**src/rtl/rggen_axi4lite_if.sv**
```systemverilog
// AXI4-Lite bus bundle shared by the rggen register slice and its neighbours.
// A zero ID_WIDTH is clipped to a 1-bit ID field.
interface rggen_axi4lite_if #(
  parameter int ID_WIDTH      = 0,
  parameter int ADDRESS_WIDTH = 8,
  parameter int BUS_WIDTH     = 32
);
  localparam int ID_W = (ID_WIDTH > 0) ? ID_WIDTH : 1;

  logic                     awvalid;
  logic                     awready;
  logic [ID_W-1:0]          awid;
  logic [ADDRESS_WIDTH-1:0] awaddr;
  logic [2:0]               awprot;
  logic                     wvalid;
  logic                     wready;
  logic [BUS_WIDTH-1:0]     wdata;
  logic [BUS_WIDTH/8-1:0]   wstrb;
  logic                     bvalid;
  logic                     bready;
  logic [ID_W-1:0]          bid;
  logic [1:0]               bresp;
  logic                     arvalid;
  logic                     arready;
  logic [ID_W-1:0]          arid;
  logic [ADDRESS_WIDTH-1:0] araddr;
  logic [2:0]               arprot;
  logic                     rvalid;
  logic                     rready;
  logic [ID_W-1:0]          rid;
  logic [1:0]               rresp;
  logic [BUS_WIDTH-1:0]     rdata;

  modport master (
    output awvalid, awid, awaddr, awprot, input awready,
    output wvalid, wdata, wstrb, input wready,
    input bvalid, bid, bresp, output bready,
    output arvalid, arid, araddr, arprot, input arready,
    input rvalid, rid, rresp, rdata, output rready
  );

  modport slave (
    input awvalid, awid, awaddr, awprot, output awready,
    input wvalid, wdata, wstrb, output wready,
    output bvalid, bid, bresp, input bready,
    input arvalid, arid, araddr, arprot, output arready,
    output rvalid, rid, rresp, rdata, input rready
  );
endinterface

```
**src/rtl/rggen_axi4lite_register_slice.sv**
```systemverilog
// AXI4-Lite register slice: one independent circular FIFO per channel,
// a depth of 0 turns that channel into a plain wire-through.
module rggen_axi4lite_register_slice_fifo #(
  parameter int WIDTH = 1,
  parameter int DEPTH = 2
)(
  input  logic             clk,
  input  logic             rst,
  input  logic             in_valid,
  output logic             in_ready,
  input  logic [WIDTH-1:0] in_data,
  output logic             out_valid,
  input  logic             out_ready,
  output logic [WIDTH-1:0] out_data,
  output logic             empty
);
  if (DEPTH == 0) begin : g_through
    logic unused_clk_rst;
    assign unused_clk_rst = clk ^ rst;
    assign in_ready       = out_ready;
    assign out_valid      = in_valid;
    assign out_data       = in_data;
    assign empty          = 1'b1;
  end else begin : g_fifo
    localparam int PW = (DEPTH > 1) ? $clog2(DEPTH) : 1;
    localparam int CW = $clog2(DEPTH + 1);

    logic [WIDTH-1:0] mem [DEPTH];
    logic [PW-1:0]    wptr;
    logic [PW-1:0]    rptr;
    logic [CW-1:0]    count;
    logic             push;
    logic             pop;

    // Ready is a function of occupancy only, so no ready path crosses the slice.
    assign in_ready  = (count != CW'(DEPTH)) && !rst;
    assign out_valid = (count != '0);
    assign out_data  = mem[rptr];
    assign empty     = (count == '0);
    assign push      = in_valid && in_ready;
    assign pop       = out_valid && out_ready;

    function automatic logic [PW-1:0] next_ptr(input logic [PW-1:0] ptr);
      return (ptr == PW'(DEPTH - 1)) ? '0 : ptr + 1'b1;
    endfunction

    always_ff @(posedge clk) begin
      if (rst) begin
        wptr  <= '0;
        rptr  <= '0;
        count <= '0;
        for (int i = 0; i < DEPTH; i++) begin
          mem[i] <= '0;
        end
      end else begin
        if (push) begin
          mem[wptr] <= in_data;
          wptr      <= next_ptr(wptr);
        end
        if (pop) begin
          rptr <= next_ptr(rptr);
        end
        case ({push, pop})
          2'b10:   count <= count + 1'b1;
          2'b01:   count <= count - 1'b1;
          default: count <= count;
        endcase
      end
    end
  end
endmodule

module rggen_axi4lite_register_slice #(
  parameter int ID_WIDTH      = 0,
  parameter int ADDRESS_WIDTH = 8,
  parameter int BUS_WIDTH     = 32,
  parameter int AW_DEPTH      = 2,
  parameter int W_DEPTH       = 2,
  parameter int B_DEPTH       = 0,
  parameter int AR_DEPTH      = 2,
  parameter int R_DEPTH       = 0
)(
  input  logic            i_clk,
  input  logic            i_rst,
  rggen_axi4lite_if.slave  slave_if,
  rggen_axi4lite_if.master master_if,
  output logic            o_idle
);
  localparam int ID_W = (ID_WIDTH > 0) ? ID_WIDTH : 1;
  localparam int AX_W = ID_W + ADDRESS_WIDTH + 3;
  localparam int W_W  = BUS_WIDTH + BUS_WIDTH / 8;
  localparam int B_W  = ID_W + 2;
  localparam int R_W  = ID_W + 2 + BUS_WIDTH;

  logic [4:0]      empty;
  logic [AX_W-1:0] aw_out;
  logic [W_W-1:0]  w_out;
  logic [AX_W-1:0] ar_out;
  logic [B_W-1:0]  b_out;
  logic [R_W-1:0]  r_out;

  rggen_axi4lite_register_slice_fifo #(.WIDTH(AX_W), .DEPTH(AW_DEPTH)) u_aw (
    .clk(i_clk), .rst(i_rst),
    .in_valid(slave_if.awvalid), .in_ready(slave_if.awready),
    .in_data({slave_if.awid, slave_if.awaddr, slave_if.awprot}),
    .out_valid(master_if.awvalid), .out_ready(master_if.awready),
    .out_data(aw_out), .empty(empty[0])
  );
  assign {master_if.awid, master_if.awaddr, master_if.awprot} = aw_out;

  rggen_axi4lite_register_slice_fifo #(.WIDTH(W_W), .DEPTH(W_DEPTH)) u_w (
    .clk(i_clk), .rst(i_rst),
    .in_valid(slave_if.wvalid), .in_ready(slave_if.wready),
    .in_data({slave_if.wdata, slave_if.wstrb}),
    .out_valid(master_if.wvalid), .out_ready(master_if.wready),
    .out_data(w_out), .empty(empty[1])
  );
  assign {master_if.wdata, master_if.wstrb} = w_out;

  rggen_axi4lite_register_slice_fifo #(.WIDTH(AX_W), .DEPTH(AR_DEPTH)) u_ar (
    .clk(i_clk), .rst(i_rst),
    .in_valid(slave_if.arvalid), .in_ready(slave_if.arready),
    .in_data({slave_if.arid, slave_if.araddr, slave_if.arprot}),
    .out_valid(master_if.arvalid), .out_ready(master_if.arready),
    .out_data(ar_out), .empty(empty[2])
  );
  assign {master_if.arid, master_if.araddr, master_if.arprot} = ar_out;

  // Response channels flow the other way: downstream pushes, upstream pops.
  rggen_axi4lite_register_slice_fifo #(.WIDTH(B_W), .DEPTH(B_DEPTH)) u_b (
    .clk(i_clk), .rst(i_rst),
    .in_valid(master_if.bvalid), .in_ready(master_if.bready),
    .in_data({master_if.bid, master_if.bresp}),
    .out_valid(slave_if.bvalid), .out_ready(slave_if.bready),
    .out_data(b_out), .empty(empty[3])
  );
  assign {slave_if.bid, slave_if.bresp} = b_out;

  rggen_axi4lite_register_slice_fifo #(.WIDTH(R_W), .DEPTH(R_DEPTH)) u_r (
    .clk(i_clk), .rst(i_rst),
    .in_valid(master_if.rvalid), .in_ready(master_if.rready),
    .in_data({master_if.rid, master_if.rresp, master_if.rdata}),
    .out_valid(slave_if.rvalid), .out_ready(slave_if.rready),
    .out_data(r_out), .empty(empty[4])
  );
  assign {slave_if.rid, slave_if.rresp, slave_if.rdata} = r_out;

  assign o_idle = &empty;
endmodule

```
**src/flat_wrapper.sv**
```systemverilog
// flat-port wrapper written by rule: the top's interface ports become plain ports
module rggen_axi4lite_register_slice_flat 
#(
  parameter int ID_WIDTH      = 0,
  parameter int ADDRESS_WIDTH = 8,
  parameter int BUS_WIDTH     = 32,
  parameter int AW_DEPTH      = 2,
  parameter int W_DEPTH       = 2,
  parameter int B_DEPTH       = 0,
  parameter int AR_DEPTH      = 2,
  parameter int R_DEPTH       = 0
)
  (i_clk, i_rst, o_idle, slave_if_awvalid, slave_if_awid, slave_if_awaddr, slave_if_awprot, slave_if_awready, slave_if_wvalid, slave_if_wdata, slave_if_wstrb, slave_if_wready, slave_if_bvalid, slave_if_bid, slave_if_bresp, slave_if_bready, slave_if_arvalid, slave_if_arid, slave_if_araddr, slave_if_arprot, slave_if_arready, slave_if_rvalid, slave_if_rid, slave_if_rresp, slave_if_rdata, slave_if_rready, master_if_awvalid, master_if_awid, master_if_awaddr, master_if_awprot, master_if_awready, master_if_wvalid, master_if_wdata, master_if_wstrb, master_if_wready, master_if_bvalid, master_if_bid, master_if_bresp, master_if_bready, master_if_arvalid, master_if_arid, master_if_araddr, master_if_arprot, master_if_arready, master_if_rvalid, master_if_rid, master_if_rresp, master_if_rdata, master_if_rready);
  rggen_axi4lite_if #(.ID_WIDTH(ID_WIDTH), .ADDRESS_WIDTH(ADDRESS_WIDTH), .BUS_WIDTH(BUS_WIDTH)) slave_if_i ();
  rggen_axi4lite_if #(.ID_WIDTH(ID_WIDTH), .ADDRESS_WIDTH(ADDRESS_WIDTH), .BUS_WIDTH(BUS_WIDTH)) master_if_i ();
  input  logic i_clk;
  input  logic i_rst;
  output logic o_idle;
  input wire logic [$bits(slave_if_i.awvalid)-1:0] slave_if_awvalid;
  input wire logic [$bits(slave_if_i.awid)-1:0] slave_if_awid;
  input wire logic [$bits(slave_if_i.awaddr)-1:0] slave_if_awaddr;
  input wire logic [$bits(slave_if_i.awprot)-1:0] slave_if_awprot;
  output wire logic [$bits(slave_if_i.awready)-1:0] slave_if_awready;
  input wire logic [$bits(slave_if_i.wvalid)-1:0] slave_if_wvalid;
  input wire logic [$bits(slave_if_i.wdata)-1:0] slave_if_wdata;
  input wire logic [$bits(slave_if_i.wstrb)-1:0] slave_if_wstrb;
  output wire logic [$bits(slave_if_i.wready)-1:0] slave_if_wready;
  output wire logic [$bits(slave_if_i.bvalid)-1:0] slave_if_bvalid;
  output wire logic [$bits(slave_if_i.bid)-1:0] slave_if_bid;
  output wire logic [$bits(slave_if_i.bresp)-1:0] slave_if_bresp;
  input wire logic [$bits(slave_if_i.bready)-1:0] slave_if_bready;
  input wire logic [$bits(slave_if_i.arvalid)-1:0] slave_if_arvalid;
  input wire logic [$bits(slave_if_i.arid)-1:0] slave_if_arid;
  input wire logic [$bits(slave_if_i.araddr)-1:0] slave_if_araddr;
  input wire logic [$bits(slave_if_i.arprot)-1:0] slave_if_arprot;
  output wire logic [$bits(slave_if_i.arready)-1:0] slave_if_arready;
  output wire logic [$bits(slave_if_i.rvalid)-1:0] slave_if_rvalid;
  output wire logic [$bits(slave_if_i.rid)-1:0] slave_if_rid;
  output wire logic [$bits(slave_if_i.rresp)-1:0] slave_if_rresp;
  output wire logic [$bits(slave_if_i.rdata)-1:0] slave_if_rdata;
  input wire logic [$bits(slave_if_i.rready)-1:0] slave_if_rready;
  output wire logic [$bits(master_if_i.awvalid)-1:0] master_if_awvalid;
  output wire logic [$bits(master_if_i.awid)-1:0] master_if_awid;
  output wire logic [$bits(master_if_i.awaddr)-1:0] master_if_awaddr;
  output wire logic [$bits(master_if_i.awprot)-1:0] master_if_awprot;
  input wire logic [$bits(master_if_i.awready)-1:0] master_if_awready;
  output wire logic [$bits(master_if_i.wvalid)-1:0] master_if_wvalid;
  output wire logic [$bits(master_if_i.wdata)-1:0] master_if_wdata;
  output wire logic [$bits(master_if_i.wstrb)-1:0] master_if_wstrb;
  input wire logic [$bits(master_if_i.wready)-1:0] master_if_wready;
  input wire logic [$bits(master_if_i.bvalid)-1:0] master_if_bvalid;
  input wire logic [$bits(master_if_i.bid)-1:0] master_if_bid;
  input wire logic [$bits(master_if_i.bresp)-1:0] master_if_bresp;
  output wire logic [$bits(master_if_i.bready)-1:0] master_if_bready;
  output wire logic [$bits(master_if_i.arvalid)-1:0] master_if_arvalid;
  output wire logic [$bits(master_if_i.arid)-1:0] master_if_arid;
  output wire logic [$bits(master_if_i.araddr)-1:0] master_if_araddr;
  output wire logic [$bits(master_if_i.arprot)-1:0] master_if_arprot;
  input wire logic [$bits(master_if_i.arready)-1:0] master_if_arready;
  input wire logic [$bits(master_if_i.rvalid)-1:0] master_if_rvalid;
  input wire logic [$bits(master_if_i.rid)-1:0] master_if_rid;
  input wire logic [$bits(master_if_i.rresp)-1:0] master_if_rresp;
  input wire logic [$bits(master_if_i.rdata)-1:0] master_if_rdata;
  output wire logic [$bits(master_if_i.rready)-1:0] master_if_rready;
  assign slave_if_i.awvalid = slave_if_awvalid;
  assign slave_if_i.awid = slave_if_awid;
  assign slave_if_i.awaddr = slave_if_awaddr;
  assign slave_if_i.awprot = slave_if_awprot;
  assign slave_if_awready = slave_if_i.awready;
  assign slave_if_i.wvalid = slave_if_wvalid;
  assign slave_if_i.wdata = slave_if_wdata;
  assign slave_if_i.wstrb = slave_if_wstrb;
  assign slave_if_wready = slave_if_i.wready;
  assign slave_if_bvalid = slave_if_i.bvalid;
  assign slave_if_bid = slave_if_i.bid;
  assign slave_if_bresp = slave_if_i.bresp;
  assign slave_if_i.bready = slave_if_bready;
  assign slave_if_i.arvalid = slave_if_arvalid;
  assign slave_if_i.arid = slave_if_arid;
  assign slave_if_i.araddr = slave_if_araddr;
  assign slave_if_i.arprot = slave_if_arprot;
  assign slave_if_arready = slave_if_i.arready;
  assign slave_if_rvalid = slave_if_i.rvalid;
  assign slave_if_rid = slave_if_i.rid;
  assign slave_if_rresp = slave_if_i.rresp;
  assign slave_if_rdata = slave_if_i.rdata;
  assign slave_if_i.rready = slave_if_rready;
  assign master_if_awvalid = master_if_i.awvalid;
  assign master_if_awid = master_if_i.awid;
  assign master_if_awaddr = master_if_i.awaddr;
  assign master_if_awprot = master_if_i.awprot;
  assign master_if_i.awready = master_if_awready;
  assign master_if_wvalid = master_if_i.wvalid;
  assign master_if_wdata = master_if_i.wdata;
  assign master_if_wstrb = master_if_i.wstrb;
  assign master_if_i.wready = master_if_wready;
  assign master_if_i.bvalid = master_if_bvalid;
  assign master_if_i.bid = master_if_bid;
  assign master_if_i.bresp = master_if_bresp;
  assign master_if_bready = master_if_i.bready;
  assign master_if_arvalid = master_if_i.arvalid;
  assign master_if_arid = master_if_i.arid;
  assign master_if_araddr = master_if_i.araddr;
  assign master_if_arprot = master_if_i.arprot;
  assign master_if_i.arready = master_if_arready;
  assign master_if_i.rvalid = master_if_rvalid;
  assign master_if_i.rid = master_if_rid;
  assign master_if_i.rresp = master_if_rresp;
  assign master_if_i.rdata = master_if_rdata;
  assign master_if_rready = master_if_i.rready;
  rggen_axi4lite_register_slice #(.ID_WIDTH(ID_WIDTH), .ADDRESS_WIDTH(ADDRESS_WIDTH), .BUS_WIDTH(BUS_WIDTH), .AW_DEPTH(AW_DEPTH), .W_DEPTH(W_DEPTH), .B_DEPTH(B_DEPTH), .AR_DEPTH(AR_DEPTH), .R_DEPTH(R_DEPTH)) u_core (.i_clk(i_clk), .i_rst(i_rst), .slave_if(slave_if_i), .master_if(master_if_i), .o_idle(o_idle));
endmodule
```
**config.mk**
```make
export PLATFORM = sky130hd
export DESIGN_NAME = rggen_axi4lite_register_slice_flat
export DESIGN_NICKNAME = d
export VERILOG_FILES = /design/src/rtl/rggen_axi4lite_if.sv /design/src/rtl/rggen_axi4lite_register_slice.sv /design/src/flat_wrapper.sv
export SDC_FILE = /design/constraint.sdc
export NUM_CORES = 1
export LEC_CHECK = 0
export CORE_UTILIZATION = 40
export DETAILED_ROUTE_END_ITERATION = 10
export PLACE_DENSITY_LB_ADDON = 0.08
export SLEW_MARGIN = 25
export SYNTH_ARGS = -nofsm -noshare
export SYNTH_HDL_FRONTEND = slang
export SYNTH_SLANG_ARGS = --single-unit
```
**constraint.sdc**
```tcl
create_clock -name i_clk -period 2.65 [get_ports i_clk]
set_clock_uncertainty 0.1 [all_clocks]
set_input_delay 0.3975 -clock i_clk [delete_from_list [all_inputs] [get_ports i_clk]]
set_output_delay 0.3975 -clock i_clk [all_outputs]
set_load 0.05 [all_outputs]
```
Yosys cells after proc, flatten, opt, wreduce, memory -nomap -nowiden
Memory sizes are Yosys's and may differ from the RTL's. A register that Yosys moved wholly into a read port is not among the register bits.
Index checks and enable logic that the tools add are counted.
{ "word_totals": {"mem_count": 3, "reg_bits": 12, "ram_bits": 120, "output_inout_bits": 109, "elab_cells": 91, "inputBits": 110} }
{ "classes": {"eq_ne": 9, "reduce_logical": 23, "muxes": 35, "add_sub_neg": 12} }
{ "mem_list": {"columns": ["name", "words", "width", "read_ports", "rd_ports_with_merged_regs", "wr", "line", "rtl"], "rows": [
  ["u_core.u_w.g_fifo.mem", 2, 36, 1, 1, 2, "rggen_axi4lite_register_slice.sv:28", "logic [WIDTH-1:0] mem [DEPTH];"],
  ["u_core.u_ar.g_fifo.mem", 2, 12, 1, 1, 2, "rggen_axi4lite_register_slice.sv:28", null],
  ["u_core.u_aw.g_fifo.mem", 2, 12, 1, 1, 2, "rggen_axi4lite_register_slice.sv:28", null]
]} }
{ "ops": {"columns": ["cell", "count"], "rows": [
  ["$mux 36", 1],
  ["$reduce_or 36->1", 1],
  ["$mux 1", 29],
  ["$mux 12", 2],
  ["$reduce_or 12->1", 2],
  ["$pmux 2 s2", 3],
  ["$reduce_bool 2->1", 6],
  ["$logic_and 1x1->1", 9],
  ["$add 1x1->1 const B", 6],
  ["$add 2x1->2 const B", 3],
  ["$eq 2x1->1 const B", 3],
  ["$eq 2x2->1 const B", 3],
  ["$logic_not 2->1", 3],
  ["$ne 2x2->1 const B", 3],
  ["$sub 2x1->2 const B", 3],
  ["$reduce_and 3->1", 1],
  ["$logic_not 1->1", 1]
]} }

Longest topological paths before layout
{ "logic_depth": {"depth_word": 8, "depth_mapped": 6, "ltp_nobuf": 6} }

Modules after synthesis
Synthesis repeated with hierarchy kept, for this count alone.
{ "unflattened": {"hier_cells": 525, "area_unflattened_um2": 6471.2} }
{ "modules_own_cells": {"columns": ["mod", "cells_per_inst", "instances", "seq_area_each_um2", "area_each_um2"], "rows": [
  ["rggen_axi4lite_register_slice_fifo at u_core.u_w", 262, 1, 2262.2, 3550.9],
  ["rggen_axi4lite_register_slice_fifo at u_core.u_ar ...", 107, 2, 820.8, 1285.0],
  ["rggen_axi4lite_register_slice_fifo at u_core.u_r", 39, 1, 0.0, 289.0],
  ["rggen_axi4lite_register_slice_fifo at u_core.u_b", 7, 1, 0.0, 48.8],
  ["rggen_axi4lite_register_slice", 3, 1, 0.0, 12.5]
]} }

Worst setup path after synthesis
OpenSTA, ideal clock, no wires.
{ "synth_path": {"kind": "flip-flop to output port", "start": "reg u_core.u_w.g_fifo.count[0]", "end": "out o_idle", "arrival_ns": 1.896, "slack_ns": 0.257, "stages_incl_launch_ff": 3, "cell_sequence": "dfxtp_1 -> or2_2 -> nor3_1"} }
{ "synth_via": {"elab_chain_len": 2} }
{ "synth_rtl": {"columns": ["item", "line", "rtl"], "rows": [
  ["start: declaration", "rggen_axi4lite_register_slice.sv:31", "logic [CW-1:0] count;"],
  ["start signal: assignment", "rggen_axi4lite_register_slice.sv:64", "2'b10: count <= count + 1'b1;"],
  ["start signal: assignment", "rggen_axi4lite_register_slice.sv:65", "2'b01: count <= count - 1'b1;"],
  ["start signal: assignment", "rggen_axi4lite_register_slice.sv:66", "default: count <= count;"],
  ["$logic_not 2->1", "rggen_axi4lite_register_slice.sv:39", "assign empty = (count == '0);"],
  ["$reduce_and 3->1", "rggen_axi4lite_register_slice.sv:148", "assign o_idle = &empty;"],
  ["end: declaration", "flat_wrapper.sv:18", "output logic o_idle;"]
]} }
Every way passes these cells.

==> results.cfg <==
[die]
die_w_um = 126
start_util_pct = 41.7
num_rows = 44
io_pins = 219
core_region_area_um2 = 14800
die-area_um2 = 15900
die-height_um = 126

[timing]
hold_ws_ns = 0.335
setup_tns_ns = 0
max_slew.worst_pin.slew_ns = 0.562
fin_crit_sh_pct = 94.2
rsz0062_at_grt = no
max_freq_ghz = 0.401
drv_slew = 0
relSlewSlack_pct = 62.4
hold_viol_final = 0
period_minus_slack_ns = 2.50
finalWorstSetupSlack_ns = 0.154
setup_violations = 0

[pwr]
clockPowerShare_pct = 26.5
leakagePower_nw = 3.09
power_density_nw_per_um2 = 1020
share_seq_of_total_power_pct = 34.5
comb_power_share_pct = 38.9
p_int_mw = 5.19
peakVddDrop_mv = 0.494
netSwitchingFraction_pct = 36.0
power_mw = 8.11
switchingPower_mw = 2.92

[final_layout]
post-route-cell-area_um2 = 7910
multi_input_area_um2 = 1800
register_area_um2 = 3910
fin_util_pct = 53.6
filler_cell_count = 1317
layout-drive-gt1-share_pct = 23.5
fin_nets = 733
synthToLayoutAreaGrowth_pct = 28.4
final_common_cell = nor2_1
diodes = 0
final_cell_mix = nor2_1, edfxtp_1, clkdlybuf4s50_1
final_cells = 815

[global_routing]
grt_pass1_vias = 4206
antenna_found_initial = 0
grt_start_max_net_pins = 38
grtUsageTotal_pct = 17.3
grt_pass1_wl_mm = 20.8
overflow = 0

[clock_network]
cts_hold_buf = 0
cts-root-buf = clkbuf_16
cts-resized-gates = 0
cts.path.max_buffers = 2
clk_latency_ns = 0.41
h-tree-depth = 4
cts_tree = built
post_cts_buffers = 0
clkTransAtPathRegs_ns = 0.05
cts_buffers = 17
cts_sinks = 135

[setup_path]
worstPathMaxFanout = 12
cp.arrival_ns = 2.00
crit_path_start_kind = flip-flop
critPathKind = reg2out
end_kind = output port
worst-r2r-setup-slack_ns = 0.76
worstPathRequired_ns = 2.15

[placement]
dpl_worst_slack_ns = 0.221
place.gp.congestion = 0.734
placement.io_buffers = 134
place_area_um2 = 7380
hpwl_mm = 8.68
dp_cells = 785

[synthesis]
yosysSeqAreaShare_pct = 63.4
syn_inst = 516
ys_warn_count = 0
synthesis.nets = 629
synth_top_area_cell = edfxtp_1
yosys-top-cells-area = edfxtp_1, mux2_2, nor2_1
yosysTopAreaCellShare_pct = 58.5
synth_area_um2 = 6160
syn_area_per_cell_um2 = 11.9
synth_seq_cells = 135
ys_types = 24

[routing]
first_iter_violations = 242
vias = 3966
postRouteAntennaNets = 0
post-route-drc-count = 0
drt_wl_total_mm = 13.2
wl_per_cell_um = 16.2
first_pass_iters = 4
viasPerCell = 4.87

[status]
status = finished, final reports clean

[worst_hold_path]
hold_class = in2reg

[run]
cap_viol_max_count = 0
[kinds of logic (layout without fill, tap and decap cells)]
group                    count (synthesis)  after routing  synth area share (%)
XOR/XNOR                                 9              9                  1.28
AO/OA/AOI/OAI                           18             18                  1.77
buffers and inverters                   71            186                  7.41
flip-flops                             135            135                  63.4
adder cells (fa/ha/maj)                  3              3                 0.609
AND/OR/NAND/NOR                        220            220                  14.6
multiplexers                            60             60                  11.0
[final cells by class]
cell class                 count  share of cell area, %
sequential                   135                   49.4
multi-input combinational    310                   22.8
timing repair buffer         153                   18.1
clock buffer                  24                   5.71
tap                          184                   2.91
clock inverter                 6                  0.981
inverter                       3                  0.142
[critical path: stages, from the launching register on]
cell and delay (ns):
dfxtp_1 0.31, buf_4 0.21, mux2_2 0.37, clkdlybuf4s50_1 0.70
[layer usage]
metal	share of wire [%]	global-route usage [%]	vias up	wire length (um)
li1	-	-	1933	-
met5	0	0	-	0
met2	48	28.7	121	6340
met3	7.1	6.88	32	933
met4	1.8	7.02	0	243
met1	43	20.0	1880	5650
[flip-flops by register name, indices dropped and copies added, names as in the netlist, named ones only]
register and count:
u_core.u_ar.g_fifo.count 2, u_core.u_ar.g_fifo.mem 24, u_core.u_ar.g_fifo.rptr 1, u_core.u_ar.g_fifo.wptr 1, u_core.u_aw.g_fifo.count 2, u_core.u_aw.g_fifo.mem 24
u_core.u_aw.g_fifo.rptr 1, u_core.u_aw.g_fifo.wptr 1, u_core.u_w.g_fifo.count 2, u_core.u_w.g_fifo.mem 72, u_core.u_w.g_fifo.rptr 1, u_core.u_w.g_fifo.wptr 1
[power groups by stage]
stage / Combinational (mW) / Clock [mW] / Sequential, mW
global placement: 3.19 / 0 / 2.82
finish: 3.16 / 2.15 / 2.80
CTS: 3.21 / 2.20 / 2.80
floorplan: 2.38 / 0 / 2.81
detailed placement: 3.19 / 0 / 2.84
global route: 3.33 / 2.29 / 2.83
[cell usage after synthesis, drive strengths merged]
cell type,count
nor2b,3
clkbuf,15
nand2,60
or3,12
inv,3
nand3b,3
o21a,3
a31o,3
xor2,3
mux2,60
or2,3
nand2b,6
nor2,132
ha,3
buf,53
o21ai,6
a21oi,6
edfxtp,120
xnor2,6
nor3,1
dfxtp,15
[final timing paths]
| path | from | end | cells past startpoint |
|---|---|---|---|
| worst min register to register | u_core.u_w.g_fifo.rptr$_SDFFE_PP0P_ | u_core.u_w.g_fifo.rptr$_SDFFE_PP0P_ | 2 |
| worst max-delay path | flip-flop | master_if_araddr[3] | 3 |
| worst min-delay path | slave_if_wvalid | u_core.u_w.g_fifo.wptr$_SDFFE_PP0N_ | 4 |
| worst max register to register | u_core.u_ar.g_fifo.count[0]$_SDFFE_PP0P_ | u_core.u_ar.g_fifo.count[1]$_SDFFE_PP0P_ | 5 |
Note: power is estimated with default switching activity, not from simulation.
